### src/rtl/flash_xip_pkg.sv
// Shared types and constants for the flash XIP read cache.
package flash_xip_pkg;

  // Request sequencer states
  typedef enum logic [2:0] {
    StIdle,
    StLookup,
    StFwdSetup,
    StFwdAccess,
    StResp
  } state_e;

  // Default memory-mapped flash window (256 MB)
  localparam logic [31:0] FLASH_BASE_DEF = 32'h3000_0000;
  localparam logic [31:0] FLASH_END_DEF  = 32'h3fff_ffff;

  // SPI controller register window, always passed straight through
  localparam logic [31:0] SPI_REG_BASE = 32'h1000_1000;
  localparam logic [31:0] SPI_REG_END  = 32'h1000_1fff;

  // Inclusive address range test
  function automatic logic addr_in_range(input logic [31:0] addr,
                                         input logic [31:0] lo,
                                         input logic [31:0] hi);
    return (addr >= lo) && (addr <= hi);
  endfunction

endpackage

### src/rtl/flash_xip_cache_array.sv
// Direct-mapped tag/data/valid store: combinational read, synchronous write,
// global invalidate that overrides a same-cycle fill.
module flash_xip_cache_array
  import flash_xip_pkg::*;
#(
  parameter int unsigned LINES = 16
) (
  input  logic                            i_clk,
  input  logic                            i_rst_n,
  input  logic [$clog2(LINES)-1:0]        i_ridx,
  output logic                            o_rvalid,
  output logic [26-$clog2(LINES)-1:0]     o_rtag,
  output logic [31:0]                     o_rdata,
  input  logic                            i_we,
  input  logic [$clog2(LINES)-1:0]        i_widx,
  input  logic [26-$clog2(LINES)-1:0]     i_wtag,
  input  logic [31:0]                     i_wdata,
  input  logic                            i_inv
);

  localparam int unsigned TAG_W = 26 - $clog2(LINES);

  logic [LINES-1:0] r_valid;
  logic [TAG_W-1:0] r_tag  [LINES];
  logic [31:0]      r_data [LINES];

  // Valid bits: invalidate wins over a coincident fill
  always_ff @(posedge i_clk or negedge i_rst_n) begin
    if (!i_rst_n) begin
      r_valid <= '0;
    end else if (i_inv) begin
      r_valid <= '0;
    end else if (i_we) begin
      r_valid[i_widx] <= 1'b1;
    end
  end

  // Tag and data payload; contents are meaningless until the valid bit is set
  always_ff @(posedge i_clk) begin
    if (i_we) begin
      r_tag[i_widx]  <= i_wtag;
      r_data[i_widx] <= i_wdata;
    end
  end

  assign o_rvalid = r_valid[i_ridx];
  assign o_rtag   = r_tag[i_ridx];
  assign o_rdata  = r_data[i_ridx];

endmodule

### src/rtl/flash_xip_cache.sv
// Word-granular direct-mapped read cache in front of the SPI/XIP APB slave.
// Flash reads are cached, flash writes are rejected, everything else passes
// through. Optional hit/miss counters are built when FLASH_CACHE_STATS_EN is
// defined.
module flash_xip_cache
  import flash_xip_pkg::*;
#(
  parameter int unsigned LINES      = 16,
  parameter logic [31:0] FLASH_BASE = FLASH_BASE_DEF,
  parameter logic [31:0] FLASH_END  = FLASH_END_DEF
) (
  input  logic        clock,
  input  logic        reset,
  input  logic [31:0] in_paddr,
  input  logic        in_psel,
  input  logic        in_penable,
  input  logic        in_pwrite,
  input  logic [31:0] in_pwdata,
  input  logic [3:0]  in_pstrb,
  input  logic [2:0]  in_pprot,
  output logic        in_pready,
  output logic [31:0] in_prdata,
  output logic        in_pslverr,
  output logic [31:0] out_paddr,
  output logic        out_psel,
  output logic        out_penable,
  output logic        out_pwrite,
  output logic [31:0] out_pwdata,
  output logic [3:0]  out_pstrb,
  output logic [2:0]  out_pprot,
  input  logic        out_pready,
  input  logic [31:0] out_prdata,
  input  logic        out_pslverr,
`ifdef FLASH_CACHE_STATS_EN
  output logic [31:0] stat_hits,
  output logic [31:0] stat_misses,
`endif
  input  logic        inv
);

  localparam int unsigned IDX   = $clog2(LINES);
  localparam int unsigned TAG_W = 26 - IDX;

  state_e      r_state;
  logic [31:0] r_paddr;
  logic        r_pwrite;
  logic [31:0] r_pwdata;
  logic [3:0]  r_pstrb;
  logic [2:0]  r_pprot;

  logic        r_in_pready;
  logic [31:0] r_in_prdata;
  logic        r_in_pslverr;
  logic [31:0] r_out_paddr;
  logic        r_out_psel;
  logic        r_out_penable;
  logic        r_out_pwrite;
  logic [31:0] r_out_pwdata;
  logic [3:0]  r_out_pstrb;
  logic [2:0]  r_out_pprot;

  logic [IDX-1:0]   w_idx;
  logic [TAG_W-1:0] w_tag;
  logic             w_flash;
  logic             w_rvalid;
  logic [TAG_W-1:0] w_rtag;
  logic [31:0]      w_rdata;
  logic             w_hit;
  logic             w_fill;

  // Only bits [27:0] are tagged; the flash window is exactly 256 MB
  assign w_idx   = r_paddr[IDX+1:2];
  assign w_tag   = r_paddr[27:IDX+2];
  assign w_flash = addr_in_range(r_paddr, FLASH_BASE, FLASH_END);
  assign w_hit   = w_flash && !r_pwrite && w_rvalid && (w_rtag == w_tag);
  // Fill only on a clean downstream completion of a flash read
  assign w_fill  = (r_state == StFwdAccess) && out_pready && w_flash && !r_pwrite &&
                   !out_pslverr;

  flash_xip_cache_array #(
    .LINES (LINES)
  ) u_array (
    .i_clk    (clock),
    .i_rst_n  (reset),
    .i_ridx   (w_idx),
    .o_rvalid (w_rvalid),
    .o_rtag   (w_rtag),
    .o_rdata  (w_rdata),
    .i_we     (w_fill),
    .i_widx   (w_idx),
    .i_wtag   (w_tag),
    .i_wdata  (out_prdata),
    .i_inv    (inv)
  );

  // Request sequencer with registered upstream and downstream outputs
  always_ff @(posedge clock or negedge reset) begin
    if (!reset) begin
      r_state       <= StIdle;
      r_paddr       <= '0;
      r_pwrite      <= 1'b0;
      r_pwdata      <= '0;
      r_pstrb       <= '0;
      r_pprot       <= '0;
      r_in_pready   <= 1'b0;
      r_in_prdata   <= '0;
      r_in_pslverr  <= 1'b0;
      r_out_paddr   <= '0;
      r_out_psel    <= 1'b0;
      r_out_penable <= 1'b0;
      r_out_pwrite  <= 1'b0;
      r_out_pwdata  <= '0;
      r_out_pstrb   <= '0;
      r_out_pprot   <= '0;
    end else begin
      unique case (r_state)
        StIdle: begin
          r_in_pready <= 1'b0;
          if (in_psel && !in_penable) begin
            r_paddr  <= in_paddr;
            r_pwrite <= in_pwrite;
            r_pwdata <= in_pwdata;
            r_pstrb  <= in_pstrb;
            r_pprot  <= in_pprot;
            r_state  <= StLookup;
          end
        end
        StLookup: begin
          if (w_flash && r_pwrite) begin
            r_in_prdata  <= '0;
            r_in_pslverr <= 1'b1;
            r_in_pready  <= 1'b1;
            r_state      <= StResp;
          end else if (w_hit) begin
            r_in_prdata  <= w_rdata;
            r_in_pslverr <= 1'b0;
            r_in_pready  <= 1'b1;
            r_state      <= StResp;
          end else begin
            r_out_paddr   <= r_paddr;
            r_out_pwrite  <= r_pwrite;
            r_out_pwdata  <= r_pwdata;
            r_out_pstrb   <= r_pstrb;
            r_out_pprot   <= r_pprot;
            r_out_psel    <= 1'b1;
            r_out_penable <= 1'b0;
            r_state       <= StFwdSetup;
          end
        end
        StFwdSetup: begin
          r_out_penable <= 1'b1;
          r_state       <= StFwdAccess;
        end
        StFwdAccess: begin
          if (out_pready) begin
            r_in_prdata   <= out_prdata;
            r_in_pslverr  <= out_pslverr;
            r_in_pready   <= 1'b1;
            r_out_psel    <= 1'b0;
            r_out_penable <= 1'b0;
            r_state       <= StResp;
          end
        end
        StResp: begin
          r_in_pready <= 1'b0;
          r_state     <= StIdle;
        end
        default: r_state <= StIdle;
      endcase
    end
  end

`ifdef FLASH_CACHE_STATS_EN
  logic [31:0] r_stat_hits;
  logic [31:0] r_stat_misses;

  // Saturating flash-read hit/miss counters, cleared only by reset
  always_ff @(posedge clock or negedge reset) begin
    if (!reset) begin
      r_stat_hits   <= '0;
      r_stat_misses <= '0;
    end else if (r_state == StLookup && w_flash && !r_pwrite) begin
      if (w_hit) begin
        if (r_stat_hits != 32'hffff_ffff) r_stat_hits <= r_stat_hits + 32'd1;
      end else begin
        if (r_stat_misses != 32'hffff_ffff) r_stat_misses <= r_stat_misses + 32'd1;
      end
    end
  end

  assign stat_hits   = r_stat_hits;
  assign stat_misses = r_stat_misses;
`endif

  assign in_pready   = r_in_pready;
  assign in_prdata   = r_in_prdata;
  assign in_pslverr  = r_in_pslverr;
  assign out_paddr   = r_out_paddr;
  assign out_psel    = r_out_psel;
  assign out_penable = r_out_penable;
  assign out_pwrite  = r_out_pwrite;
  assign out_pwdata  = r_out_pwdata;
  assign out_pstrb   = r_out_pstrb;
  assign out_pprot   = r_out_pprot;

endmodule

### config.mk
export PLATFORM = sky130hd
export DESIGN_NAME = flash_xip_cache
export DESIGN_NICKNAME = d
export VERILOG_FILES = /design/src/rtl/flash_xip_pkg.sv /design/src/rtl/flash_xip_cache_array.sv /design/src/rtl/flash_xip_cache.sv
export SDC_FILE = /design/constraint.sdc
export NUM_CORES = 1
export LEC_CHECK = 0
export BUFFER_PORTS_ARGS = -buffer_cell sky130_fd_sc_hd__buf_2
export CORE_MARGIN = 3
export CORE_UTILIZATION = 25
export DETAILED_ROUTE_END_ITERATION = 8
export PLACE_DENSITY = 0.47
export SLEW_MARGIN = 20
export SYNTH_ARGS = -nofsm -noshare
export SYNTH_HDL_FRONTEND = slang
export SYNTH_SLANG_ARGS = --single-unit
### constraint.sdc
create_clock -name clock -period 8.78 [get_ports clock]
set_input_delay 0.439 -clock clock [delete_from_list [all_inputs] [get_ports clock]]
set_output_delay 0.439 -clock clock [all_outputs]
set_load 0.03 [all_outputs]
* Word-level counts from Yosys, hierarchy flattened
Memories as Yosys holds them, arrays and structs flattened. Index checks and enable logic that the tools add are counted.
Storage, ports and cells: register bits 199, RAM bits 864, input bits 111, output and inout port bits 108, memories 2
Cells by class: $lt $le $gt $ge 4, equal/unequal tests 10, multiplexer cells 32, bitwise operators 3, reductions and logical operators 27
Memory list:
- u_array.r_data | words 16, width 32, read ports 1, clocked after memory_dff 0, wr ports 1, line flash_xip_cache_array.sv:25 | logic [31:0] r_data [LINES];
- u_array.r_tag | words 16, width 22, read ports 1, clocked after memory_dff 0, wr ports 1, line flash_xip_cache_array.sv:24 | logic [TAG_W-1:0] r_tag [LINES];
Operator list (count):
- 32-bit two-way mux | 3
- 32-bit one-hot mux with 2 select lines | 1
- 32-bit by 30-bit greater-or-equal comparator with 1-bit output (second input constant) | 1
- 32-bit by 30-bit <= comparator with 1-bit output (second input constant) | 1
- 16-bit two-way mux | 2
- 22-bit == test | 1
- 16-bit bitwise OR | 1
- 1-bit two-way mux | 15
- 3-bit two-way mux | 4
- 3-bit one-hot mux with 4 select lines | 1
- 1-bit logical AND | 11
- 3-bit AND reduction | 3
- 2-bit != test (second input constant) | 4
- 4-bit AND reduction | 2
- 3-bit by 2-bit == test with 1-bit output (second input constant) | 2
- 1-bit one-hot mux with 3 select lines | 2
- 3-bit nonzero test | 2
- 4-bit by 5-bit less-than comparator with 1-bit output (second input constant) | 1
- 1-bit binary-select mux with 4-bit select | 1
- 1-bit demux with 4-bit select | 1
- 4-bit by 1-bit greater-or-equal comparator with 1-bit output (second input constant) | 1
- 1-bit one-hot mux with 2 select lines | 2
- 2-bit AND reduction | 2
- 2-bit nonzero test | 2
- other kinds (7) | 10

* Depth between registers and ports, before layout
word-level depth 8, mapped depth 15, mapped depth without buffers 9

* Hierarchy
Synthesis repeated with hierarchy kept, for this count alone.
Second synthesis, totals: cell total of the unflattened synthesis 1956, area, all modules 40740.3 um^2
Modules (own cells, without submodules):
- flash_xip_cache_array | times used 1, cells an instance 1407, area each 33054.2 um^2, sequential area each 26345.3 um^2
- flash_xip_cache | times used 1, cells an instance 549, area each 7686.1 um^2, sequential area each 4579.4 um^2

* Worst setup path before layout
No wires, ideal clock.
path kind register to register, from register r_paddr[4], to memory u_array.r_data[12][0], enable pin, library setup time 0.534 ns, arrival 5.932 ns, required time 8.246 ns, slack 2.314 ns, stages on the path, launching flop included 10, path buffers 7, period minus slack after synthesis 6.466 ns, cells stage by stage dfrtp_1 > buf_2 > buf_4 > buf_4 > buf_2 > buf_2 > buf_1 > clkbuf_1 > nand3_1 > nor3_1
Between the ends: cells in the longest elaborated chain, start to end 7, elaborated cells on any way between the ends 8, those cells by class order compare (2); mux (2); reduce/logical (4)
Ends and longest elaborated chain:
- from (decl) | line flash_xip_cache.sv:45 | logic [31:0] r_paddr;
- from (signal assigned) | line flash_xip_cache.sv:120 | r_paddr <= in_paddr;
- 32-bit by 30-bit greater-or-equal comparator with 1-bit output / 32-bit by 30-bit <= comparator with 1-bit output (equally long branches) | line flash_xip_pkg.sv:25 | return (addr >= lo) && (addr <= hi);
- 1-bit logical AND | line flash_xip_pkg.sv:25
- 1-bit logical AND (3 in a row) | line flash_xip_cache.sv:77 | assign w_fill = (r_state == StFwdAccess) && out_pready && w_flash && !r_pwrite &&
- 1-bit two-way mux | line flash_xip_cache_array.sv:40 | if (i_we) begin
- 1-bit two-way mux (implied by the code) | line flash_xip_cache_array.sv:42 | r_data[i_widx] <= i_wdata;
- to (decl) | line flash_xip_cache_array.sv:25
Several ways; a longest one is shown, not always the timed one.

* Final worst setup path
from register r_paddr[3], to register r_out_pwdata[24], in the netlist out_pwdata[24]
Between the ends: cells in the longest elaborated chain, start to end 7, elaborated cells on any way between the ends 14, those cells by class order compare (2); eq/ne (1); mux (2); bitwise (2); reduce/logical (6); memory (1)
Ends and longest elaborated chain:
- 32-bit by 30-bit greater-or-equal comparator with 1-bit output / 32-bit by 30-bit <= comparator with 1-bit output (equally long branches) | line flash_xip_pkg.sv:25
- 1-bit logical AND | line flash_xip_pkg.sv:25
- 1-bit logical AND (3 in a row) | line flash_xip_cache.sv:75 | assign w_hit = w_flash && !r_pwrite && w_rvalid && (w_rtag == w_tag);
- 1-bit inverter (no source line)
- 3-bit AND reduction (no source line) (*)
- to (signal assigned) | line flash_xip_cache.sv:142 | r_out_pwdata <= r_pwdata;
- to (decl) | line flash_xip_cache.sv:58 | logic [31:0] r_out_pwdata;
Mark *: on every way between the ends. The rest lies on a longest branch, timed or not. The select of a mux whose other input is x is not followed. A chain may end at the register's enable or synchronous reset.

==> impl_metrics.tcl <==
set metrics [dict create \
    dpl.hpwl_um 65600 \
    rsz0062_at_grt "false" \
    max_cap_violations 0 \
    syn2layout_area_growth_pct 20.4 \
    post-route-period-util 0.660 \
    antenna_found_initial 10 \
    finalSetupViolations 0 \
    end_kind "flip-flop" \
    io_pins 219 \
    drt-vias-per-instance 4.60 \
    coreArea_um2 165000 \
    grt_remaining_overflow 0 \
    num-fill-cells 16156 \
    die_w_um 414 \
    fp-row-count 149 \
    grt_pass1_wl_um 166000 \
    syn_inst 2025 \
    cts_sinks 1063 \
    nets 2489 \
    vdd_drop_max_uv 182 \
    cts_setup_buffers 0 \
    yosys_warnings 0 \
    syn_area_per_cell_um2 20.5 \
    antenna_violating_nets_post_route 0 \
    grt_pass1_vias 23225 \
    worstPathMaxFanout 74 \
    synth_ff_type "edfxtp_1" \
    drv_slew 0 \
    crit_required_ns 9.38 \
    min_path_type "in -> reg" \
    hold_viol_final 0 \
    gp_congestion 0.727 \
    start_util 0.252 \
    port_buffers 218 \
    drt_iter0_markers 1648 \
    status "completed" \
    worstMarginPinSlew_ns 1.10 \
    critPathLaunchType "flip-flop" \
    leakage_nw 16.9 \
    cp.arrival_ns 6.39 \
    ys_ff_latch 1063 \
    die-area_um2 171000 \
    die_h_um 414 \
    final_cell_mix "edfxtp_1, mux4_2, buf_2" \
    drt-pass1-iter-count 5 \
    grt_util_all_layers 0.133 \
    drive_above_1_share 0.351 \
    routed_wl_um 115000 \
    htree_levels 3 \
    maxSlewHeadroom 0.265 \
    register_area_um2 30900 \
    clkLatencyLatePin_ns 0.77 \
    holdWs_ns 0.0572 \
    final_cells 4668 \
    clk_pin_slew_ns 0.06 \
    syn-cell-area_um2 41600 \
    layout_commonest_cell "edfxtp_1" \
    ys_seq_area_frac 0.743 \
    ys_types 57 \
    crit_type "reg -> reg" \
    grt_max_degree 86 \
    clock-root-buffer "clkbuf_16" \
    drc 0 \
    wl_per_cell_um 24.7 \
    setup_tns_ns 0 \
    fin_util 0.303 \
    dpl.cell_count 4376 \
    via_count 21488 \
    syn-num-nets 2136 \
    clock-skew-final_ns 0.0737 \
    power_density_nw_per_um2 332 \
    multi_input_area_um2 10200 \
    min_period_ns 5.79 \
    synth_edf_count 864 \
    tritoncts "done" \
    async_flop_share 0.187 \
    cts_made_buffers 114 \
    cts.path.max_buffers 3 \
    fmax_mhz 173 \
]
[sequential cells by signal, indices dropped and copies added, names as in the netlist, 3 cells and up]
name	count
u_array.r_data	512
u_array.r_tag	352
in_prdata	32
out_paddr	32
out_pwdata	32
r_paddr	32
r_pwdata	32
u_array.r_valid	16
out_pstrb	4
r_pstrb	4
out_pprot	3
r_pprot	3
r_state	3
[cell usage after synthesis (4+ instances only)]
library cell	number	area, um2
o22ai_1	9	56.3
nand2_1	24	90.1
a21oi_1	12	60.1
nor2_1	83	312
buf_1	14	52.6
dfrtp_1	199	4980
o21ai_0	10	50.1
buf_6	4	45.0
buf_2	22	110
nor2b_1	5	31.3
buf_4	12	90.1
nand2b_1	5	31.3
xnor2_1	21	184
a221oi_1	6	52.6
nand3_1	7	35.0
a221o_1	33	330
mux2i_1	60	601
inv_1	12	45.0
a22oi_1	44	330
xor2_1	6	52.6
edfxtp_1	864	25900
clkbuf_1	64	240
a22o_1	65	569
mux2_2	157	1770
nor3_1	8	40.0
o2111ai_1	4	35.0
mux4_2	226	5090
[final timing paths]
path / startpoint / to / slack [ns] / cells past startpoint
max in group asynchronous: reset / in_prdata[0] / 7.20 / 3
hold / removal: in_paddr[27] / r_paddr[27] / 0.06 / 2
min in group asynchronous: reset / r_paddr[6] / 0.30 / 2
setup / recovery: r_paddr[3] / out_pwdata[24] / 2.99 / 12
setup reg to reg: r_paddr[3] / out_pwdata[24] / 2.99 / 12
hold reg to reg: r_pwdata[9] / out_pwdata[9] / 0.49 / 1
[metal layers]
| layer | global-route usage | share of wire | up-vias |
|---|---|---|---|
| met5 | 0 | 0 | - |
| met1 | 0.172 | 0.42 | 11665 |
| met3 | 0.0222 | 0.047 | 182 |
| li1 | - | - | 9073 |
| met4 | 0.0406 | 0.030 | 0 |
| met2 | 0.229 | 0.51 | 568 |
[area by class of cell]
type                       instances  area share
timing repair buffer             353      0.0472
tap                             2189      0.0547
antenna                            3    0.000150
clock buffer                     162      0.0637
multi-input combinational        832       0.204
inverter                          14     0.00105
sequential                      1063       0.617
clock inverter                    52      0.0113
[critical path: stages, from the launching register on]
cell and delay, ns:
dfrtp_4 1.00, buf_4 0.72, nor2b_1 0.77, a22oi_1 0.20, nand2_1 0.15, nor2_1 0.05, or4_1 0.55, a221o_1 0.34
nor4_4 0.39, buf_4 0.53, nor2_4 0.05, buf_6 0.26, mux2_2 0.42
[through the flow]
step | total power [mW] | area, um2 | worst slack, ns
6_report | 16.6 | 50100 | 2.99
5_1_grt | 17.4 | 50100 | 2.73
4_1_cts | 16.9 | 50000 | 2.90
3_5_place_dp | 12.0 | 45500 | 2.90
3_3_place_gp | 11.9 | 45500 | 3.02
2_1_floorplan | 10.3 | 41600 | 2.31
[logic make-up (layout without fill, tap and decap cells)]
| group | after synthesis | in the layout | synth area share |
|---|---|---|---|
| other | 0 | 3 | 0 |
| buffers and inverters | 130 | 581 | 0.0142 |
| DFF | 1063 | 1063 | 0.743 |
| muxes | 443 | 443 | 0.179 |
| xor gates and xnor gates | 27 | 27 | 0.00568 |
| AOI/OAI and AO/OA | 209 | 209 | 0.0409 |
| and+or+nand+nor | 153 | 153 | 0.0167 |
[report_power, final]
| group | leakage (nW) | switching (mW) | internal (mW) |
|---|---|---|---|
| Sequential | 10.2 | 0.683 | 6.15 |
| Combinational | 4.93 | 2.77 | 2.27 |
| Clock | 1.83 | 2.04 | 2.72 |
[timing repair]
action / CTS / global route
gates resized for setup: 0 / 0
endpoints found under the setup margin: 0 / 0
hold endpoints to repair: 140 / 0
hold buffers: 73 / 0
(Power assumes the default switching activity.)
